`src/rtl/gb_tile_reader_pkg.sv`:
```
// ============================================================================
// Module   : gb_tile_reader_pkg
// Purpose  : Shared state encoding and FIFO sizing for the tile reader.
// Revision : 1.0 - initial release
// ============================================================================
`default_nettype none

package gb_tile_reader_pkg;

  // Burst controller states
  typedef enum logic [1:0] {
    IDLE  = 2'd0,
    ISSUE = 2'd1,
    DRAIN = 2'd2
  } state_t;

  // Output FIFO depth; also the total read credit available to the controller
  localparam int unsigned C_FIFO_DEPTH = 4;

endpackage : gb_tile_reader_pkg

`default_nettype wire

```
`src/rtl/gb_rd_fifo.sv`:
```
// ============================================================================
// Module   : gb_rd_fifo
// Purpose  : Small synchronous FIFO with occupancy count; push and pop may
//            occur in the same cycle.
// Revision : 1.0 - initial release
// ============================================================================
`default_nettype none

module gb_rd_fifo #(
  parameter int WIDTH = 8,
  parameter int DEPTH = 4
) (
  input  logic                       clk,
  input  logic                       rst_n,
  input  logic                       push,
  input  logic [WIDTH-1:0]           push_data,
  input  logic                       pop,
  output logic [WIDTH-1:0]           pop_data,
  output logic                       empty,
  output logic                       full,
  output logic [$clog2(DEPTH+1)-1:0] count
);

  localparam int PTR_W = $clog2(DEPTH);
  localparam int CNT_W = $clog2(DEPTH + 1);
  localparam logic [PTR_W-1:0] c_ptr_last = PTR_W'(DEPTH - 1);
  localparam logic [PTR_W-1:0] c_ptr_one  = PTR_W'(1);
  localparam logic [CNT_W-1:0] c_cnt_one  = CNT_W'(1);
  localparam logic [CNT_W-1:0] c_cnt_full = CNT_W'(DEPTH);

  logic [WIDTH-1:0] r_mem [DEPTH];
  logic [PTR_W-1:0] r_wr_ptr;
  logic [PTR_W-1:0] r_rd_ptr;
  logic [CNT_W-1:0] r_count;
  logic             w_do_push;
  logic             w_do_pop;

  // A full push or an empty pop is dropped so the pointers never cross
  assign w_do_push = push && (r_count != c_cnt_full);
  assign w_do_pop  = pop && (r_count != '0);

  assign pop_data = r_mem[r_rd_ptr];
  assign empty    = (r_count == '0);
  assign full     = (r_count == c_cnt_full);
  assign count    = r_count;

  // Storage, pointers and occupancy; simultaneous push and pop keep count
  always_ff @(posedge clk or negedge rst_n) begin
    if (!rst_n) begin
      r_wr_ptr <= '0;
      r_rd_ptr <= '0;
      r_count  <= '0;
      for (int i = 0; i < DEPTH; i++) begin
        r_mem[i] <= '0;
      end
    end else begin
      if (w_do_push) begin
        r_mem[r_wr_ptr] <= push_data;
        r_wr_ptr        <= (r_wr_ptr == c_ptr_last) ? '0 : r_wr_ptr + c_ptr_one;
      end
      if (w_do_pop) begin
        r_rd_ptr <= (r_rd_ptr == c_ptr_last) ? '0 : r_rd_ptr + c_ptr_one;
      end
      case ({w_do_push, w_do_pop})
        2'b10:   r_count <= r_count + c_cnt_one;
        2'b01:   r_count <= r_count - c_cnt_one;
        default: r_count <= r_count;
      endcase
    end
  end

endmodule : gb_rd_fifo

`default_nettype wire

```
`src/rtl/gb_tile_reader.sv`:
```
// ============================================================================
// Module   : gb_tile_reader
// Purpose  : Reads a burst of consecutive global-buffer words and streams
//            them out over a valid/ready interface, with credit-based read
//            issue so the output FIFO can never overflow.
// Revision : 1.0 - initial release
// ============================================================================
`default_nettype none

module gb_tile_reader
  import gb_tile_reader_pkg::*;
#(
  parameter int ADDR_BITS = 8,
  parameter int DATA_BITS = 8
) (
  input  logic                 clk,
  input  logic                 rst_n,
  input  logic                 start,
  input  logic [ADDR_BITS-1:0] base_addr,
  input  logic [ADDR_BITS:0]   len,
  output logic                 busy,
  output logic                 done,
  output logic                 ram_en,
  output logic                 wr_en,
  output logic [ADDR_BITS-1:0] index,
  output logic [DATA_BITS-1:0] data_in,
  input  logic [DATA_BITS-1:0] ram_rdata,
  output logic                 m_valid,
  input  logic                 m_ready,
  output logic [DATA_BITS-1:0] m_data,
  output logic                 m_last
);

  localparam int CNT_W = $clog2(C_FIFO_DEPTH + 1);
  localparam logic [ADDR_BITS:0]   c_len_one  = (ADDR_BITS+1)'(1);
  localparam logic [ADDR_BITS-1:0] c_addr_one = ADDR_BITS'(1);
  localparam logic [CNT_W:0]       c_credits  = (CNT_W+1)'(C_FIFO_DEPTH);

  state_t               r_state;
  state_t               w_state_nxt;
  logic [ADDR_BITS:0]   r_len;
  logic [ADDR_BITS:0]   r_issue_cnt;
  logic [ADDR_BITS:0]   r_out_cnt;
  logic [ADDR_BITS-1:0] r_addr;
  logic                 r_inflight;
  logic                 r_done;

  logic [CNT_W-1:0]     w_fifo_count;
  logic [DATA_BITS-1:0] w_fifo_dout;
  logic                 w_fifo_empty;
  logic                 w_fifo_full;
  logic [CNT_W:0]       w_occupancy;
  logic                 w_credit;
  logic                 w_issue;
  logic                 w_accept;
  logic                 w_done_set;
  logic                 w_xfer;
  logic                 w_last_word;

  // Words buffered plus the single read that may be returning this cycle
  assign w_occupancy = (CNT_W+1)'(w_fifo_count) + (CNT_W+1)'(r_inflight);
  assign w_credit    = (w_occupancy < c_credits);

  assign w_xfer      = m_valid && m_ready;
  assign w_last_word = (r_out_cnt == (r_len - c_len_one));

  assign busy    = (r_state != IDLE);
  assign done    = r_done;
  assign ram_en  = w_issue;
  assign wr_en   = 1'b0;
  assign data_in = '0;
  assign index   = r_addr;
  assign m_valid = !w_fifo_empty;
  assign m_data  = m_valid ? w_fifo_dout : '0;
  assign m_last  = m_valid && w_last_word;

  // State register
  always_ff @(posedge clk or negedge rst_n) begin
    if (!rst_n) begin
      r_state <= IDLE;
    end else begin
      r_state <= w_state_nxt;
    end
  end

  // Next state, read issue and completion decode
  always_comb begin
    w_state_nxt = r_state;
    w_issue     = 1'b0;
    w_accept    = 1'b0;
    w_done_set  = 1'b0;
    case (r_state)
      IDLE: begin
        if (start) begin
          if (len == '0) begin
            w_done_set = 1'b1;
          end else begin
            w_accept    = 1'b1;
            w_state_nxt = ISSUE;
          end
        end
      end
      ISSUE: begin
        if (w_credit) begin
          w_issue = 1'b1;
          if (r_issue_cnt == (r_len - c_len_one)) begin
            w_state_nxt = DRAIN;
          end
        end
      end
      DRAIN: begin
        if (w_xfer && w_last_word) begin
          w_done_set  = 1'b1;
          w_state_nxt = IDLE;
        end
      end
      default: w_state_nxt = IDLE;
    endcase
  end

  // Burst bookkeeping: captured request, read address and word counters
  always_ff @(posedge clk or negedge rst_n) begin
    if (!rst_n) begin
      r_len       <= '0;
      r_addr      <= '0;
      r_issue_cnt <= '0;
      r_out_cnt   <= '0;
    end else if (w_accept) begin
      r_len       <= len;
      r_addr      <= base_addr;
      r_issue_cnt <= '0;
      r_out_cnt   <= '0;
    end else begin
      if (w_issue) begin
        r_addr      <= r_addr + c_addr_one;
        r_issue_cnt <= r_issue_cnt + c_len_one;
      end
      if (w_xfer) begin
        r_out_cnt <= r_out_cnt + c_len_one;
      end
    end
  end

  // Read-return tracking and the one-cycle done pulse
  always_ff @(posedge clk or negedge rst_n) begin
    if (!rst_n) begin
      r_inflight <= 1'b0;
      r_done     <= 1'b0;
    end else begin
      r_inflight <= w_issue;
      r_done     <= w_done_set;
    end
  end

  gb_rd_fifo #(
    .WIDTH (DATA_BITS),
    .DEPTH (C_FIFO_DEPTH)
  ) u_fifo (
    .clk       (clk),
    .rst_n     (rst_n),
    .push      (r_inflight),
    .push_data (ram_rdata),
    .pop       (w_xfer),
    .pop_data  (w_fifo_dout),
    .empty     (w_fifo_empty),
    .full      (w_fifo_full),
    .count     (w_fifo_count)
  );

endmodule : gb_tile_reader

`default_nettype wire

```
`config.mk`:
```
export PLATFORM = sky130hd
export DESIGN_NAME = gb_tile_reader
export DESIGN_NICKNAME = d
export VERILOG_FILES = /design/src/rtl/gb_tile_reader_pkg.sv /design/src/rtl/gb_rd_fifo.sv /design/src/rtl/gb_tile_reader.sv
export SDC_FILE = /design/constraint.sdc
export NUM_CORES = 1
export LEC_CHECK = 0
export CAP_MARGIN = 0
export CORE_MARGIN = 2
export CORE_UTILIZATION = 59
export DETAILED_ROUTE_END_ITERATION = 12
export PLACE_DENSITY = 0.82
export SETUP_SLACK_MARGIN = 0.3
export SYNTH_ARGS = -nofsm -noshare
export SYNTH_HDL_FRONTEND = slang
export SYNTH_SLANG_ARGS = --single-unit
```
`constraint.sdc`:
```
create_clock -name clk -period 4.1 [get_ports clk]
set_input_delay 0.82 -clock clk [delete_from_list [all_inputs] [get_ports clk]]
set_output_delay 0.82 -clock clk [all_outputs]
set_load 0.02 [all_outputs]
```
==> flow_metrics.py, run 1 <==
metrics = {
    "drt": {
        "ant_nets": 0,
        "dr_total_vias": 3025,
        "post-route-drc-count": 0,
        "detail_route.vias_per_cell": 5.73,
        "firstDrtPassIters": 4,
        "dr.first_iter.drc_count": 182,
        "drt_wl_total_mm": 8.90,
        "routed_wire_per_std_cell_um": 16.9,
    },
    "worst_hold_path": {
        "timing.hold.worst.class": "reg -> reg",
        "hold_path_depth": 1,
    },
    "clock_tree": {
        "root_buffer": "clkbuf_8",
        "ctsHoldBuffers": 0,
        "clock_tree_from_tritoncts": "yes",
        "clk-insertion-delay-late_ps": 350,
        "clk_transition_reported_paths_ps": 80,
        "cts_num_sinks": 78,
        "clockBufferDepth": 2,
        "cts_made_buffers": 9,
        "cts.htree.levels": 3,
    },
    "setup_path": {
        "critical_path.slowest_cell": "dfrtp_1",
        "timing.critical_path.to_type": "output port",
        "cp_bufs_invs": 2,
        "setup.worst_path.start_class": "flip-flop",
        "timing.critical_path.arrival_ps": 2570,
        "rr_worst_depth": 7,
        "critical_path.max_stage_delay_ps": 450,
        "worst-endpoint-required_ps": 3280,
        "timing_worst_setup_path_type": "reg -> out",
        "cp_num_cells": 8,
        "category_of_cells_accounting_for_the_largest_share_of_critical_path_delay": "simple AND/OR/NAND/NOR gates",
        "crit_chain": "inv_1, ha_1, nor3b_4, nand2_1, xnor2_1, a2111o_1, nor3b_1, dlymetal6s2s_1",
        "critical_path.max_fanout": 7,
    },
    "floorplan": {
        "pin_count": 59,
        "chipHeight_um": 88.5,
        "die_area_um2": 7830,
        "die_x_um": 88.5,
        "row_count": 30,
        "initial_cell_density_of_the_core_pct": 61.6,
        "core_region_um2": 6830,
    },
    "power_and_ir_drop": {
        "static-leakage-power_nw": 2.14,
        "peakVddDrop_mv": 0.576,
        "p_per_area_nw_per_um2": 837,
    },
    "yosys": {
        "ys_types": 56,
        "postSynth.asyncResetShare_pct": 100,
        "mappedNetlistArea_um2": 4210,
        "synth-edff-count": 0,
        "synth_seq_area_share_pct": 46.4,
        "syn-mean-instance-area_um2": 11.1,
        "synthCells": 379,
        "yosys_warnings": 0,
        "ys_seq_elements": 78,
        "yosys_most_used_dff": "dfrtp_1",
    },
    "timing": {
        "timing.final.hold_violations": 0,
        "post-route-period-util_pct": 82.7,
        "timing.final.setup_violations": 0,
        "worst_hold_slack_ps": 505,
        "timing.final.crit_period_ps": 3390,
        "slew-limit-headroom_pct": 35.9,
        "grt_setup_unrepaired": "false",
        "finalClockSkew_ps": 11.7,
        "slew_violations": 0,
        "achievable-frequency_mhz": 295,
        "fin_setup_tns_ps": 0,
        "worstMarginPinSlew_ps": 961,
    },
    "finish": {
        "final_layout_size_suffix_gt1_share_pct": 17.6,
        "layout.cells.most_common_list": "dfrtp_1, clkdlybuf4s50_1, mux2_2",
        "multi_input_comb_area_um2": 2120,
        "layout_commonest_cell": "dfrtp_1",
        "final_design_area_no_fill_um2": 5020,
        "flow.area_growth_from_synthesis_pct": 19.2,
        "n_antenna_cell": 0,
        "final-seq-area_um2": 1950,
        "num-fill-cells": 459,
        "layout.nets": 467,
    },
    "grt": {
        "grt_first_pass_wirelength_mm": 14.5,
        "globalRouteTotalUtil_pct": 24.6,
        "number_of_global_route_vias_before_repair": 3033,
        "antenna_found_initial": 0,
        "pin_count_of_the_biggest_net_entering_global_routing": 79,
        "overflow": 0,
    },
    "placed_design": {
        "gp_congestion": 0.896,
        "detailedPlacementHpwl_mm": 6.15,
        "port_buffers": 49,
        "placed_area_um2": 4730,
    },
    "run_status": {
        "outcome": "finished, final reports clean",
    },
    "job": {
        "max-cap-violations": 0,
    },
}
==> path summary, 6_finish.rpt <==
check / from / to / slack, ps
setup / recovery: r_len[0] / m_last / 710
hold reg to reg: r_state[0] / done / 510
max in group asynchronous: rst_n / u_fifo.r_mem[12] / 2860
min in group asynchronous: rst_n / done / 610
hold / removal: r_state[0] / done / 510
setup reg to reg: u_fifo.count[0] / u_fifo.count[1] / 1370
==> metrics by stage <==
step | total power [mW] | cells | setup WS (ps) | utilization (%)
global route | 4.47 | 528 | 515 | 73.4
finish | 4.20 | 528 | 710 | 73.4
detailed placement | 3.45 | 511 | 549 | 69.3
floorplan | 2.82 | 387 | 1050 | -
global placement | 3.35 | 511 | 618 | 69.3
CTS | 4.20 | 528 | 324 | 73.3
==> power breakdown <==
group	switching (mW)	total (mW)	internal, mW
Sequential	0.376	1.49	1.11
Combinational	0.950	1.99	1.04
Clock	0.290	0.716	0.426
Total	1.62	4.20	2.58
==> timing repair <==
action / in CTS / in global routing
setup buffers: 1 / 0
resized for setup: 2 / 2
setup endpoints to repair: 1 / 1
==> cell usage after synthesis (2+ instances only) <==
cell / count / area, um^2
dfrtp_1: 78 / 1950
mux2_2: 38 / 428
nand2_1: 33 / 124
xor2_1: 23 / 201
nor2_1: 19 / 71.3
o21ai_0: 19 / 95.1
xnor2_1: 17 / 149
inv_1: 14 / 52.6
clkbuf_1: 11 / 41.3
ha_1: 10 / 125
buf_4: 9 / 67.6
a21oi_1: 8 / 40.0
and2_1: 8 / 50.1
and3_1: 8 / 50.1
mux4_2: 8 / 180
nand3_1: 7 / 35.0
or3_1: 7 / 43.8
nand4_1: 6 / 37.5
a221o_1: 5 / 50.1
nor3_1: 5 / 25.0
nor3b_1: 5 / 37.5
a31oi_1: 4 / 25.0
nand2b_1: 2 / 12.5
nand3b_1: 2 / 15.0
o21bai_1: 2 / 15.0
==> final cells by class <==
class / count / share of cell area, %
clock buffer: 10 / 2.74
clock inverter: 6 / 2.34
inverter: 15 / 1.12
multi-input combinational: 271 / 42.3
sequential: 78 / 38.9
tap: 96 / 2.39
timing repair buffer: 52 / 10.2
==> flip-flops by register name, summed over array words and instances (netlist names) <==
name,count
u_fifo.r_mem,32
r_issue_cnt,9
r_len,9
r_out_cnt,9
index,8
u_fifo.count,3
r_state,2
u_fifo.r_rd_ptr,2
u_fifo.r_wr_ptr,2
done,1
r_inflight,1
==> logic make-up (layout without fill, tap and decap cells) <==
family / Yosys count / in the layout / synth area share [%]
fa+ha+maj: 11 / 11 / 3.45
xor+xnor: 40 / 40 / 8.32
compound gates: 50 / 50 / 7.73
mux: 48 / 48 / 15.0
flops: 78 / 78 / 46.4
simple gates: 113 / 113 / 14.6
buf+inv: 38 / 83 / 4.40
other cells: 1 / 9 / 0.0891
==> per-layer routing <==
| metal | routed length, um | vias to the layer above | track usage [%] |
|---|---|---|---|
| met3 | 322 | 22 | 4.76 |
| met1 | 3840 | 1524 | 32.1 |
| met5 | 0 | - | 0 |
| li1 | - | 1412 | - |
| met4 | 222 | 0 | 9.64 |
| met2 | 4510 | 67 | 40.8 |
Power figures use the tool's default switching activity.
==> inputs of run 2 (changes only) <==
- CORE_UTILIZATION: 59 -> 55
- PLACE_DENSITY: 0.82 -> 0.77
- clock period: 4.1 -> 3.17 ns (I/O delays scaled with it)
==> run 2 against run 1 <==
Net effect: register-to-register slack worse by 760 ps; wire length is 0.73% lower; critical path depth is 2 lower; utilization decreased by 3.5 points; power increased by 31%; non-clock buffer count grew 16; largest power group unchanged; critical endpoint unchanged; critical path type unchanged.
==> flow_metrics.py, run 2 (same netlist as run 1, synthesis figures left out) <==
metrics = {
    "grt": {
        "grt_use_met3_pct": 6.22,
        "met2_grt_util_pct": 37.1,
        "gr-max-usage-layer": "met2",
        "gr-usage-met1_pct": 29.0,
        "antenna_found_initial": 0,
        "grt_first_pass_wirelength_mm": 14.8,
        "overflow": 0,
        "globalRouteTotalUtil_pct": 22.7,
        "number_of_global_route_vias_before_repair": 3084,
        "pin_count_of_the_biggest_net_entering_global_routing": 79,
    },
    "floorplan": {
        "pin_count": 59,
        "die_x_um": 91.5,
        "initial_cell_density_of_the_core_pct": 57.4,
        "core_region_um2": 7330,
        "chipHeight_um": 91.5,
        "die_area_um2": 8370,
        "row_count": 31,
    },
    "setup_path": {
        "timing.critical_path.arrival_ps": 2310,
        "timing_worst_setup_path_type": "reg -> out",
        "worst-endpoint-required_ps": 2540,
        "critical_path.max_fanout": 3,
        "setup.worst_path.start_class": "flip-flop",
        "timing.critical_path.to_type": "output port",
    },
    "run_status": {
        "outcome": "finished, final reports clean",
    },
    "finish": {
        "layout_commonest_cell": "dfrtp_1",
        "layout.cells.most_common_list": "dfrtp_1, clkdlybuf4s50_1, mux2_2",
        "num-fill-cells": 525,
        "registers.top_by_ff_count": "u_fifo.r_mem",
        "flow.area_growth_from_synthesis_pct": 21.8,
        "post-route-util_pct": 69.9,
        "layout.nets": 483,
        "final_layout_size_suffix_gt1_share_pct": 21.7,
        "n_antenna_cell": 0,
        "largest_reg_flops": 32,
    },
    "power_and_ir_drop": {
        "pwr-share-clk_pct": 15.9,
        "comb_power_share_pct": 50.4,
        "cellInternalPower_mw": 3.43,
        "sequentialPowerShare_pct": 33.8,
        "p_per_area_nw_per_um2": 1080,
        "peakVddDrop_mv": 0.743,
        "p_total_mw": 5.51,
        "net-switching-power_mw": 2.09,
        "power.switching_fraction_pct": 37.8,
        "static-leakage-power_nw": 2.18,
    },
    "clock_tree": {
        "root_buffer": "clkbuf_8",
        "clock_tree_from_tritoncts": "yes",
        "clockBufferDepth": 2,
        "cts_made_buffers": 9,
        "cts_num_sinks": 78,
        "clk_transition_reported_paths_ps": 80,
        "cts.htree.levels": 3,
        "clk-insertion-delay-late_ps": 360,
    },
    "drt": {
        "routed_wire_per_std_cell_um": 16.2,
        "dr_total_vias": 3081,
        "ant_nets": 0,
        "detail_route.vias_per_cell": 5.64,
        "drt_wl_total_mm": 8.83,
        "dr.first_iter.drc_count": 143,
        "post-route-drc-count": 0,
        "firstDrtPassIters": 4,
    },
    "timing": {
        "slew_violations": 0,
        "timing.final.setup_violations": 0,
        "fin_setup_tns_ps": 0,
        "worst_hold_slack_ps": 418,
        "post-route-period-util_pct": 92.7,
        "achievable-frequency_mhz": 340,
        "grt_setup_unrepaired": "true",
        "timing.final.crit_period_ps": 2940,
        "finalClockSkew_ps": 12.1,
        "slew-limit-headroom_pct": 35.6,
        "worstMarginPinSlew_ps": 966,
        "timing.final.hold_violations": 0,
    },
    "placed_design": {
        "detailedPlacementHpwl_mm": 6.10,
        "gp_congestion": 0.851,
        "port_buffers": 49,
    },
    "job": {
        "max-cap-violations": 0,
    },
    "worst_hold_path": {
        "timing.hold.worst.class": "in -> async",
    },
}
## run 2: per-layer routing
layer	wire, um	up-vias
met5	0	-
met4	106	0
li1	-	1438
met3	424	10
met2	4630	60
met1	3670	1573
## run 2: path summary, 6_finish.rpt
path	start	endpoint	slack [ps]	cells after the start
worst max register to register	u_fifo.count[0]	u_fifo.count[2]	610	9
worst max-delay path	r_len[1]	m_last	230	6
worst min register to register	u_fifo.r_mem[1]	u_fifo.r_mem[1]	510	1
max in group asynchronous	rst_n	u_fifo.r_rd_ptr[0]	2020	1
worst min-delay path	rst_n	r_issue_cnt[6]	420	1
min in group clk	u_fifo.r_mem[1]	u_fifo.r_mem[1]	510	1
## run 2: layout make-up
cell class | count | area (um^2) | share of cell area [%]
Clock buffer | 9 | 124 | 2.42
Clock inverter | 6 | 111 | 2.17
Inverter | 15 | 56.3 | 1.10
Multi-Input combinational cell | 271 | 2130 | 41.5
Sequential cell | 78 | 1960 | 38.1
Tap cell | 99 | 124 | 2.42
Timing Repair Buffer | 68 | 628 | 12.3
## run 2: power groups by stage
stage | registers (mW) | logic [mW] | clock network, mW
2_1_floorplan | 1.77 | 1.88 | 0
3_3_place_gp | 1.87 | 2.58 | 0
3_5_place_dp | 1.89 | 2.65 | 0
4_1_cts | 1.88 | 2.68 | 0.896
5_1_grt | 1.92 | 3.05 | 0.940
6_report | 1.86 | 2.78 | 0.874
## run 2: per-stage QoR
stage                     worst slack, ps  instance area, um^2  cells
after floorplan                       304                 4240    387
after global placement               60.9                 4820    525
after detailed placement             36.3                 4820    525
after CTS                             140                 5060    540
after global routing                  137                 5130    546
final                                 230                 5130    546
## run 2: critical path: stages, from the launching register on
cell and delay (ps):
dfrtp_1 420, nor3_4 300, nand3_4 130, mux2_4 310
a2111o_1 430, nor3b_2 200, buf_4 170
## run 2: what timing repair did
item / in CTS / in global routing
hold buffers: 0 / 0
setup buffers: 0 / 6
setup endpoints to repair: 9 / 9
pin swaps: 1 / 7
resized for setup: 7 / 8
